===== src/rtl/memory_stage.sv =====
`default_nettype none
// ============================================================================
// Module      : memory_stage
// Description : RISC-V memory-access stage. Issues word loads/stores over a
//               req/ready + rvalid handshake, stalls while an access is
//               outstanding, and owns the M/W pipeline register.
//               Optional feature macro: MEM_MISALIGN_TRAP_EN.
// Revision    : 1.0 - initial release
// ============================================================================
module memory_stage (
    input  logic        clk,
    input  logic        rst_n,
    input  logic        RegWriteM,
    input  logic        MemWriteM,
    input  logic        ResultSrcM,
    input  logic [4:0]  RD_M,
    input  logic [31:0] PCPlus4M,
    input  logic [31:0] WriteDataM,
    input  logic [31:0] ALU_ResultM,
    output logic        dmem_req,
    output logic        dmem_we,
    output logic [31:0] dmem_addr,
    output logic [31:0] dmem_wdata,
    input  logic        dmem_ready,
    input  logic        dmem_rvalid,
    input  logic [31:0] dmem_rdata,
    output logic        StallM,
    output logic        RegWriteW,
    output logic        ResultSrcW,
    output logic [4:0]  RD_W,
    output logic [31:0] PCPlus4W,
    output logic [31:0] ALU_ResultW,
    output logic [31:0] ReadDataW
`ifdef MEM_MISALIGN_TRAP_EN
    ,
    output logic        misalign_M
`endif
);

    typedef enum logic [1:0] {
        ST_IDLE      = 2'd0,
        ST_WAIT_GNT  = 2'd1,
        ST_WAIT_DATA = 2'd2
    } state_t;

    state_t r_state;

    logic w_mem_op;
    logic w_misalign;
    logic w_issue;
    logic w_load_done;

    assign w_mem_op = MemWriteM | ResultSrcM;

`ifdef MEM_MISALIGN_TRAP_EN
    assign w_misalign = w_mem_op & (ALU_ResultM[1:0] != 2'b00);
    assign dmem_addr  = ALU_ResultM;
`else
    // Misaligned accesses are silently forced onto the containing word.
    assign w_misalign = 1'b0;
    assign dmem_addr  = {ALU_ResultM[31:2], 2'b00};
`endif

    assign w_issue     = w_mem_op & ~w_misalign;
    assign dmem_we     = MemWriteM;
    assign dmem_wdata  = WriteDataM;
    assign w_load_done = (r_state == ST_WAIT_DATA) & dmem_rvalid;

    // A store completes in the cycle it is granted; a load always waits for rvalid.
    always_comb begin
        dmem_req = 1'b0;
        StallM   = 1'b0;
        case (r_state)
            ST_IDLE: begin
                dmem_req = w_issue;
                StallM   = w_issue & (ResultSrcM | ~dmem_ready);
            end
            ST_WAIT_GNT: begin
                dmem_req = 1'b1;
                StallM   = ~(dmem_ready & MemWriteM);
            end
            ST_WAIT_DATA: begin
                StallM   = ~dmem_rvalid;
            end
            default: begin
                dmem_req = 1'b0;
                StallM   = 1'b0;
            end
        endcase
    end

    always_ff @(posedge clk or negedge rst_n) begin
        if (!rst_n) begin
            r_state <= ST_IDLE;
        end else begin
            case (r_state)
                ST_IDLE: begin
                    if (w_issue) begin
                        if (!dmem_ready)
                            r_state <= ST_WAIT_GNT;
                        else if (ResultSrcM)
                            r_state <= ST_WAIT_DATA;
                    end
                end
                ST_WAIT_GNT: begin
                    if (dmem_ready)
                        r_state <= MemWriteM ? ST_IDLE : ST_WAIT_DATA;
                end
                ST_WAIT_DATA: begin
                    if (dmem_rvalid)
                        r_state <= ST_IDLE;
                end
                default: r_state <= ST_IDLE;
            endcase
        end
    end

    // M/W register: a stall inserts a bubble by clearing only RegWriteW.
    always_ff @(posedge clk or negedge rst_n) begin
        if (!rst_n) begin
            RegWriteW   <= 1'b0;
            ResultSrcW  <= 1'b0;
            RD_W        <= 5'd0;
            PCPlus4W    <= 32'd0;
            ALU_ResultW <= 32'd0;
            ReadDataW   <= 32'd0;
        end else if (!StallM) begin
            RegWriteW   <= RegWriteM & ~w_misalign;
            ResultSrcW  <= ResultSrcM;
            RD_W        <= RD_M;
            PCPlus4W    <= PCPlus4M;
            ALU_ResultW <= ALU_ResultM;
            if (w_load_done)
                ReadDataW <= dmem_rdata;
        end else begin
            RegWriteW   <= 1'b0;
        end
    end

`ifdef MEM_MISALIGN_TRAP_EN
    always_ff @(posedge clk or negedge rst_n) begin
        if (!rst_n)
            misalign_M <= 1'b0;
        else
            misalign_M <= ~StallM & w_misalign;
    end
`endif

endmodule
`default_nettype wire

===== config.mk =====
export PLATFORM = sky130hd
export DESIGN_NAME = memory_stage
export DESIGN_NICKNAME = d
export VERILOG_FILES = /design/src/rtl/memory_stage.sv
export SDC_FILE = /design/constraint.sdc
export NUM_CORES = 1
export LEC_CHECK = 0
export ABC_AREA = 1
export BUFFER_PORTS_ARGS = -buffer_cell sky130_fd_sc_hd__buf_4
export CELL_PAD_IN_SITES_DETAIL_PLACEMENT = 1
export CELL_PAD_IN_SITES_GLOBAL_PLACEMENT = 2
export CORE_MARGIN = 4
export CORE_UTILIZATION = 24
export DETAILED_ROUTE_END_ITERATION = 7
export PLACE_DENSITY_LB_ADDON = 0.1
export SETUP_SLACK_MARGIN = 0.1
export SYNTH_ARGS = -nofsm -noshare
export SYNTH_HDL_FRONTEND = slang
export SYNTH_SLANG_ARGS = --single-unit

===== constraint.sdc =====
create_clock -name clk -period 1.8 [get_ports clk]
set_input_delay 0.09 -clock clk [delete_from_list [all_inputs] [get_ports clk]]
set_output_delay 0.09 -clock clk [all_outputs]
set_load 0.03 [all_outputs]

==> reports/summary.log, run 1 <==
qor: power_and_ir_drop.power_leakage 4.02 nW
qor: global_route.grt_first_pass_wirelength 26,100 um
qor: global_route.grt_remaining_overflow 0
qor: global_route.grt_max_degree 65
qor: finish.antenna_cells_inserted 0
qor: yosys.synth_edf_count 0
qor: yosys.ys_async_sr_fraction 1.00
qor: route.avgViaCountPerCell 4.20
qor: timing.maxSlewViolCount 0
qor: timing.clock.fmax 622 MHz
qor: yosys.ys_types 15
qor: power_and_ir_drop.powerDensity 1680 nW/um2
qor: finish.area.growth.synth_to_final 58.6%
qor: hold_path.min-delay-path-class in2reg
qor: yosys.yosysMostFrequentCell sky130_fd_sc_hd__nand2_1
qor: yosys.synthesis.yosys.warnings 0
qor: route.drtIter0Drc 135
qor: clock_network.cts-root-buf sky130_fd_sc_hd__clkbuf_16
qor: yosys.synth.avg_cell_area 8.85 um2
qor: route.wl_per_cell 15.8 um
qor: timing.final.min_clock_period 1610 ps
qor: critical_path.startpoint r_state[0]
qor: yosys.synth_sequential_area_ratio 0.552
qor: finish.final_nets 921
qor: outcome.outcome complete, no violations
qor: floorplanning.num_rows 51
qor: yosys.yosys-top-cells-count sky130_fd_sc_hd__nand2_1, sky130_fd_sc_hd__dfrtp_1, sky130_fd_sc_hd__nand4_1, sky130_fd_sc_hd__buf_4, sky130_fd_sc_hd__inv_1
qor: finish.stdcell_area 7550 um2
qor: placement.detailed_place.area 6430 um2
qor: hold_path.worst_hold_startpoint dmem_rdata[30]
qor: global_route.grt_antenna_before_repair 0
qor: timing.hold_viol 0
qor: placement.finalWeightedCongestion 0.721
qor: floorplanning.core_area 19,500 um2
qor: placement.dp_hpwl 11,800 um
qor: finish.fillCellCount 2,275
qor: yosys.post_syn_area 4760 um2
qor: route.dr.pass1.iters 4
qor: clock_network.cts-htree-levels 3
qor: critical_path.cp_max_fo 15
qor: timing.tns 0 ps
qor: timing.rsz_0062_raised_after_global_routing false
qor: yosys.ys_ff_latch 105
qor: floorplanning.initial_utilization 0.245
qor: floorplanning.die_height 149 um
qor: floorplanning.floorplan.die.width 149 um
qor: yosys.yosys_most_used_dff sky130_fd_sc_hd__dfrtp_1
qor: clock_network.clock_latency 350 ps
qor: route.ant_nets 0
qor: timing.worst_pin_slew 605 ps
qor: route.routed_wl 16,600 um
qor: timing.clock_skew 5.03 ps
qor: floorplanning.fp.dieArea 22,200 um2
qor: timing.final.period_utilization 0.893
qor: flow_run.cap_violations 0
qor: timing.timing.max_slew.rel_slack 0.597
qor: yosys.synth_top_area_share 0.552
qor: critical_path.setup.worst_path.end_class primary output
qor: critical_path.critPathLaunchType register
qor: power_and_ir_drop.power.ir.vdd_worst 519 uV
qor: clock_network.cts_tree yes
qor: yosys.cells_after_synth 538
qor: critical_path.crit_type reg2out
qor: clock_network.clock_sinks 105
qor: critical_path.crit_arrival 1520 ps
qor: critical_path.worstPathRequired 1710 ps
qor: route.drc_errors 0
qor: route.route.vias.total 4,416
qor: clock_network.cts_inserted_buffers 9
qor: yosys.ys_top_cells_by_area sky130_fd_sc_hd__dfrtp_1, sky130_fd_sc_hd__nand2_1, sky130_fd_sc_hd__buf_4
qor: floorplanning.top_level_ports 310
qor: yosys.synthDominantAreaCellType sky130_fd_sc_hd__dfrtp_1
qor: placement.port_buffers 243
qor: timing.timing.final.setup_violations 0
qor: critical_path.crit-reg2reg-launch r_state[0]
qor: finish.share_of_final_layout_standard_cells_stronger_than_drive_strength_1 0.364
qor: global_route.grt_usage 0.147
qor: clock_network.clkTransAtPathRegs 70 ps
qor: global_route.grt_pass1_vias 4,826
qor: clock_network.clock_tree.buffer_depth 2
## power by group
group	internal (mW)	switching [mW]	leakage, nW
clock	1.44	0.910	0.173
sequential	3.39	0.611	1.28
combinational	2.27	4.04	2.57
## metal layers
metal  vias to the layer above  wire length [um]  global-route usage  part of all wire
met5                         -                 0                   0                 0
met4                         0               283              0.0481             0.017
met3                        17              1780              0.0596              0.11
met2                       173              7770               0.243              0.47
met1                      2073              6730               0.176              0.41
li1                       2153                 -                   -                 -
## area by class of cell
type	instances	area [um2]	share of cell area
timing repair buffer	331	2710	0.359
sequential	105	2630	0.348
multi-input combinational	295	1380	0.182
tap	265	332	0.0439
clock buffer	12	256	0.0340
inverter	39	146	0.0194
clock inverter	4	98.8	0.0131
## worst max-delay path: stages, from the launching register on
cell	delay, ps
sky130_fd_sc_hd__dfrtp_2	460
sky130_fd_sc_hd__nor2_4	130
sky130_fd_sc_hd__nand3_2	140
sky130_fd_sc_hd__nand3_4	130
sky130_fd_sc_hd__buf_12	150
sky130_fd_sc_hd__buf_4	170
## flip-flops by register name, indices dropped and copies added, names as in the netlist
name and flops:
ALU_ResultW 32, PCPlus4W 32, RD_W 5, ReadDataW 32, RegWriteW 1, ResultSrcW 1
r_state 2
## worst paths after layout
check / cells after the start / end / slack [ps]
max: 5 / StallM / 190
min: 3 / ReadDataW[30] / 7
max reg2reg: 7 / PCPlus4W[12] / 290
min reg2reg: 2 / ALU_ResultW[11] / 470
max in group asynchronous: 3 / ReadDataW[4] / 840
min in group asynchronous: 2 / ALU_ResultW[5] / 290
## through the flow
| step | hold WS (ps) | util | instances | setup slack [ps] | power, mW |
|---|---|---|---|---|---|
| detailed placement | 137 | 0.331 | 962 | 222 | 10.2 |
| floorplan | -206 | - | 539 | 491 | 7.65 |
| finish | 7.47 | 0.388 | 1051 | 192 | 12.7 |
| CTS | 1.01 | 0.385 | 1048 | 103 | 12.8 |
| global route | 10.8 | 0.388 | 1051 | 103 | 13.5 |
| global placement | 137 | 0.331 | 962 | 337 | 10.1 |
## cell usage in the layout, fill, tap and decap left out
| cell type | Yosys | layout |
|---|---|---|
| sky130_fd_sc_hd__nor2_4 | 0 | 1 |
| sky130_fd_sc_hd__nand3_4 | 0 | 2 |
| sky130_fd_sc_hd__clkbuf_16 | 0 | 10 |
| sky130_fd_sc_hd__o21ai_0 | 32 | 32 |
| sky130_fd_sc_hd__nand3b_1 | 1 | 1 |
| sky130_fd_sc_hd__nand3_1 | 2 | 1 |
| sky130_fd_sc_hd__nand4_1 | 70 | 70 |
| sky130_fd_sc_hd__bufinv_16 | 0 | 3 |
| sky130_fd_sc_hd__dfrtp_1 | 105 | 103 |
| sky130_fd_sc_hd__dlygate4sd3_1 | 0 | 68 |
| sky130_fd_sc_hd__nand2_1 | 181 | 181 |
| sky130_fd_sc_hd__nand3_2 | 3 | 2 |
| sky130_fd_sc_hd__a31oi_1 | 1 | 1 |
| sky130_fd_sc_hd__clkbuf_8 | 0 | 2 |
| sky130_fd_sc_hd__clkinv_4 | 0 | 1 |
| sky130_fd_sc_hd__buf_4 | 65 | 259 |
| sky130_fd_sc_hd__inv_1 | 39 | 38 |
| sky130_fd_sc_hd__clkbuf_1 | 9 | 1 |
| sky130_fd_sc_hd__dfrtp_2 | 0 | 2 |
| sky130_fd_sc_hd__buf_12 | 0 | 3 |
| sky130_fd_sc_hd__nor2_1 | 3 | 2 |
| sky130_fd_sc_hd__inv_2 | 0 | 1 |
| sky130_fd_sc_hd__conb_1 | 1 | 2 |
## what timing repair did
action,in CTS,in global routing
setup buffers,2,2
endpoints found under the hold margin,106,0
cloned,0,1
resized for setup,3,4
endpoints found under the setup margin,1,1
hold buffers,68,0
pin swaps,1,1
## cells by family (layout without fill, tap and decap cells)
logic type             after synthesis  in the layout  share of synthesized area
buffers and inverters              139            386                      0.166
flip-flops                         105            105                      0.552
other                                1              2                   0.000787
AND/OR/NAND/NOR                    260            260                      0.247
AO/OA/AOI/OAI                       33             33                     0.0349
Note: power is estimated with default switching activity, not from simulation.
==> inputs of run 2 (changes only) <==
--- a/config.mk
+++ b/config.mk
@@ -6,7 +6,7 @@
 export NUM_CORES = 1
 export LEC_CHECK = 0
 export ABC_AREA = 1
-export BUFFER_PORTS_ARGS = -buffer_cell sky130_fd_sc_hd__buf_4
+export BUFFER_PORTS_ARGS = -buffer_cell sky130_fd_sc_hd__clkbuf_2
 export CELL_PAD_IN_SITES_DETAIL_PLACEMENT = 1
 export CELL_PAD_IN_SITES_GLOBAL_PLACEMENT = 2
 export CORE_MARGIN = 4
==> run 2 against run 1 <==
Effect of this change: worst hold slack better by 14 ps; total power down 7.9%; flip-flop and latch count unchanged; non-clock buffer count up 21; sequential power about the same; combinational power down 10%; utilization down 1.9 points; critical path depth unchanged; wire length down 1.9%; largest cell class is now sequential cells; largest power group unchanged.
==> reports/summary.log, run 2 (synthesized netlist as in run 1, its figures left out) <==
qor: outcome.outcome complete, no violations [unchanged]
qor: global_route.grt_antenna_before_repair 0 [unchanged]
qor: power_and_ir_drop.swShare 0.473 [was 0.439]
qor: critical_path.timing.critical_path.buf_inv 2 [unchanged]
qor: floorplanning.die_height 149 um [unchanged]
qor: critical_path.critPathSlowestCell sky130_fd_sc_hd__dfrtp_2 [unchanged]
qor: finish.leading_cell_type_in_the_layout_fill_and_taps_excluded sky130_fd_sc_hd__clkbuf_2 [was sky130_fd_sc_hd__buf_4]
qor: floorplanning.top_level_ports 310 [unchanged]
qor: route.drtIter0Drc 149 [was 135]
qor: critical_path.cp_max_fo 15 [unchanged]
qor: timing.final.min_clock_period 1630 ps [was 1610 ps]
qor: power_and_ir_drop.clkPwrFrac 0.175 [was 0.186]
qor: power_and_ir_drop.powerDensity 1620 nW/um2 [was 1680 nW/um2]
qor: power_and_ir_drop.power_leakage 3.94 nW [was 4.02 nW]
qor: clock_network.clock_sinks 105 [unchanged]
qor: finish.share_of_final_layout_standard_cells_stronger_than_drive_strength_1 0.347 [was 0.364]
qor: timing.final.period_utilization 0.907 [was 0.893]
qor: critical_path.setup.worst_path.end_class primary output [unchanged]
qor: finish.sequential_cell_area 2630 um2 [unchanged]
qor: critical_path.path_delay_family flip-flops [unchanged]
qor: critical_path.critPathLaunchType register [unchanged]
qor: finish.multi_input_comb_area 1370 um2 [was 1380 um2]
qor: floorplanning.num_rows 51 [unchanged]
qor: finish.layout.cells.most_common_list sky130_fd_sc_hd__clkbuf_2, sky130_fd_sc_hd__nand2_1, sky130_fd_sc_hd__dfrtp_1 [was sky130_fd_sc_hd__buf_4, sky130_fd_sc_hd__nand2_1, sky130_fd_sc_hd__dfrtp_1]
qor: route.drc_errors 0 [unchanged]
qor: placement.finalWeightedCongestion 0.733 [was 0.721]
qor: critical_path.crit_arrival 1540 ps [was 1520 ps]
qor: timing.timing.final.setup_violations 0 [unchanged]
qor: route.ant_nets 0 [unchanged]
qor: global_route.grt_remaining_overflow 0 [unchanged]
qor: critical_path.crit_type reg2out [unchanged]
qor: global_route.grt_pass1_vias 4,958 [was 4,826]
qor: timing.hold_viol 0 [unchanged]
qor: clock_network.clock_tree.buffer_depth 2 [unchanged]
qor: critical_path.timing.critical_path.slowest_cell_delay 460 ps [about the same]
qor: power_and_ir_drop.comb_power_share 0.484 [was 0.498]
qor: finish.antenna_cells_inserted 0 [unchanged]
qor: route.avgViaCountPerCell 4.24 [was 4.20]
qor: hold_path.min-delay-path-class in2reg [unchanged]
qor: timing.rsz_0062_raised_after_global_routing true [was false]
qor: finish.fillCellCount 2,340 [was 2,275]
qor: placement.dp_hpwl 11,200 um [was 11,800 um]
qor: clock_network.cts-root-buf sky130_fd_sc_hd__clkbuf_16 [unchanged]
qor: placement.port_buffers 243 [unchanged]
qor: timing.clock.fmax 613 MHz [was 622 MHz]
qor: finish.area.growth.synth_to_final 50.8% [was 58.6%]
qor: clock_network.cts_tree yes [unchanged]
qor: route.wl_per_cell 15.2 um [was 15.8 um]
qor: power_and_ir_drop.pwr-share-seq 0.341 [was 0.316]
qor: floorplanning.core_area 19,500 um2 [unchanged]
qor: route.route.vias.total 4,543 [was 4,416]
qor: clock_network.cts_inserted_buffers 9 [unchanged]
qor: global_route.grt_first_pass_wirelength 26,500 um [was 26,100 um]
qor: timing.clock_skew 5.95 ps [was 5.03 ps]
qor: global_route.grt_usage 0.149 [was 0.147]
qor: finish.final_core_utilization 0.369 [was 0.388]
qor: timing.maxSlewViolCount 0 [unchanged]
qor: clock_network.clock_latency 340 ps [was 350 ps]
qor: power_and_ir_drop.power.ir.vdd_worst 783 uV [was 519 uV]
qor: critical_path.crit_chain nor2_4 -> nand3_2 -> nand3_4 -> buf_12 -> buf_4 [unchanged]
qor: floorplanning.initial_utilization 0.245 [unchanged]
qor: clock_network.cts-htree-levels 3 [unchanged]
qor: flow_run.cap_violations 0 [unchanged]
qor: critical_path.worstPathRequired 1710 ps [about the same]
qor: power_and_ir_drop.p_switching 5.51 mW [was 5.56 mW]
qor: route.dr.pass1.iters 4 [unchanged]
qor: floorplanning.fp.dieArea 22,200 um2 [unchanged]
qor: timing.tns 0 ps [unchanged]
qor: finish.largest_registers_in_the_final_layout ALU_ResultW: 32 flops, PCPlus4W: 32 flops, ReadDataW: 32 flops [unchanged]
qor: power_and_ir_drop.internal_power 6.15 mW [was 7.10 mW]
qor: finish.final_nets 942 [was 921]
qor: global_route.grt_max_degree 72 [was 65]
qor: route.routed_wl 16,300 um [was 16,600 um]
qor: floorplanning.floorplan.die.width 149 um [unchanged]
qor: clock_network.clkTransAtPathRegs 70 ps [about the same]
-- run 2: cell count changes in the layout (fill, tap and decap cells not counted), sizes merged --
cell / previous run / this run
bufinv: 3 / 1
clkinv: 1 / 3
clkbuf: 13 / 251
clkinvlp: 0 / 2
buf: 262 / 15
dlygate4sd3: 68 / 96
-- run 2: layout make-up --
class	count	area share
clock buffers	10	0.0333
clock inverters	6	0.00941
inverters	39	0.0204
multi-input cells	295	0.191
flip-flops and latches	105	0.366
well taps	265	0.0462
repair buffers	352	0.334
-- run 2: power groups by stage --
stage	clock [mW]	combinational [mW]	sequential, mW
2_1_floorplan	0	1.64	6.01
3_3_place_gp	0	5.48	4.00
3_5_place_dp	0	5.55	4.01
4_1_cts	2.14	5.76	3.99
5_1_grt	2.25	6.16	4.13
6_report	2.04	5.65	3.98
-- run 2: path summary, 6_finish.rpt --
kind | from | end | slack, ps | cells past startpoint
min | ALU_ResultM[12] | ALU_ResultW[12] | 20 | 3
max in group asynchronous | rst_n | PCPlus4W[19] | 940 | 3
max reg2reg | r_state[1] | PCPlus4W[16] | 290 | 7
min reg2reg | PCPlus4W[22] | PCPlus4W[22] | 470 | 2
max | r_state[1] | StallM | 170 | 5
min in group asynchronous | rst_n | ALU_ResultW[14] | 230 | 2
-- run 2: layer usage --
metal	GRT usage	routed length, um
met4	0.0403	191
met2	0.246	7600
met1	0.186	7010
met5	0	0
met3	0.0520	1450
-- run 2: tightest hold or removal path: cells and delay by family --
family | cells | cell delay [ps]
buf+inv | 1 | 100
simple gates | 2 | 130
-- run 2: per-stage QoR --
| stage | worst slack (ps) | hold slack [ps] | power [mW] | instances | cell area (um2) |
|---|---|---|---|---|---|
| final | 168 | 21.8 | 11.7 | 1072 | 7180 |
| after global routing | 70.5 | 10.3 | 12.5 | 1072 | 7180 |
| after global placement | 237 | 68.0 | 9.48 | 958 | 5870 |
| after CTS | 103 | 0.574 | 11.9 | 1072 | 7170 |
| after detailed placement | 165 | 64.8 | 9.56 | 958 | 5870 |
| after floorplan | 491 | -206 | 7.65 | 539 | 4770 |
-- run 2: what timing repair did --
item / CTS / global route
pin swaps: 1 / 1
hold buffers: 96 / 0
endpoints found under the setup margin: 1 / 20
resized for setup: 5 / 4
hold endpoints to repair: 120 / 0
buffers inserted: 2 / 0
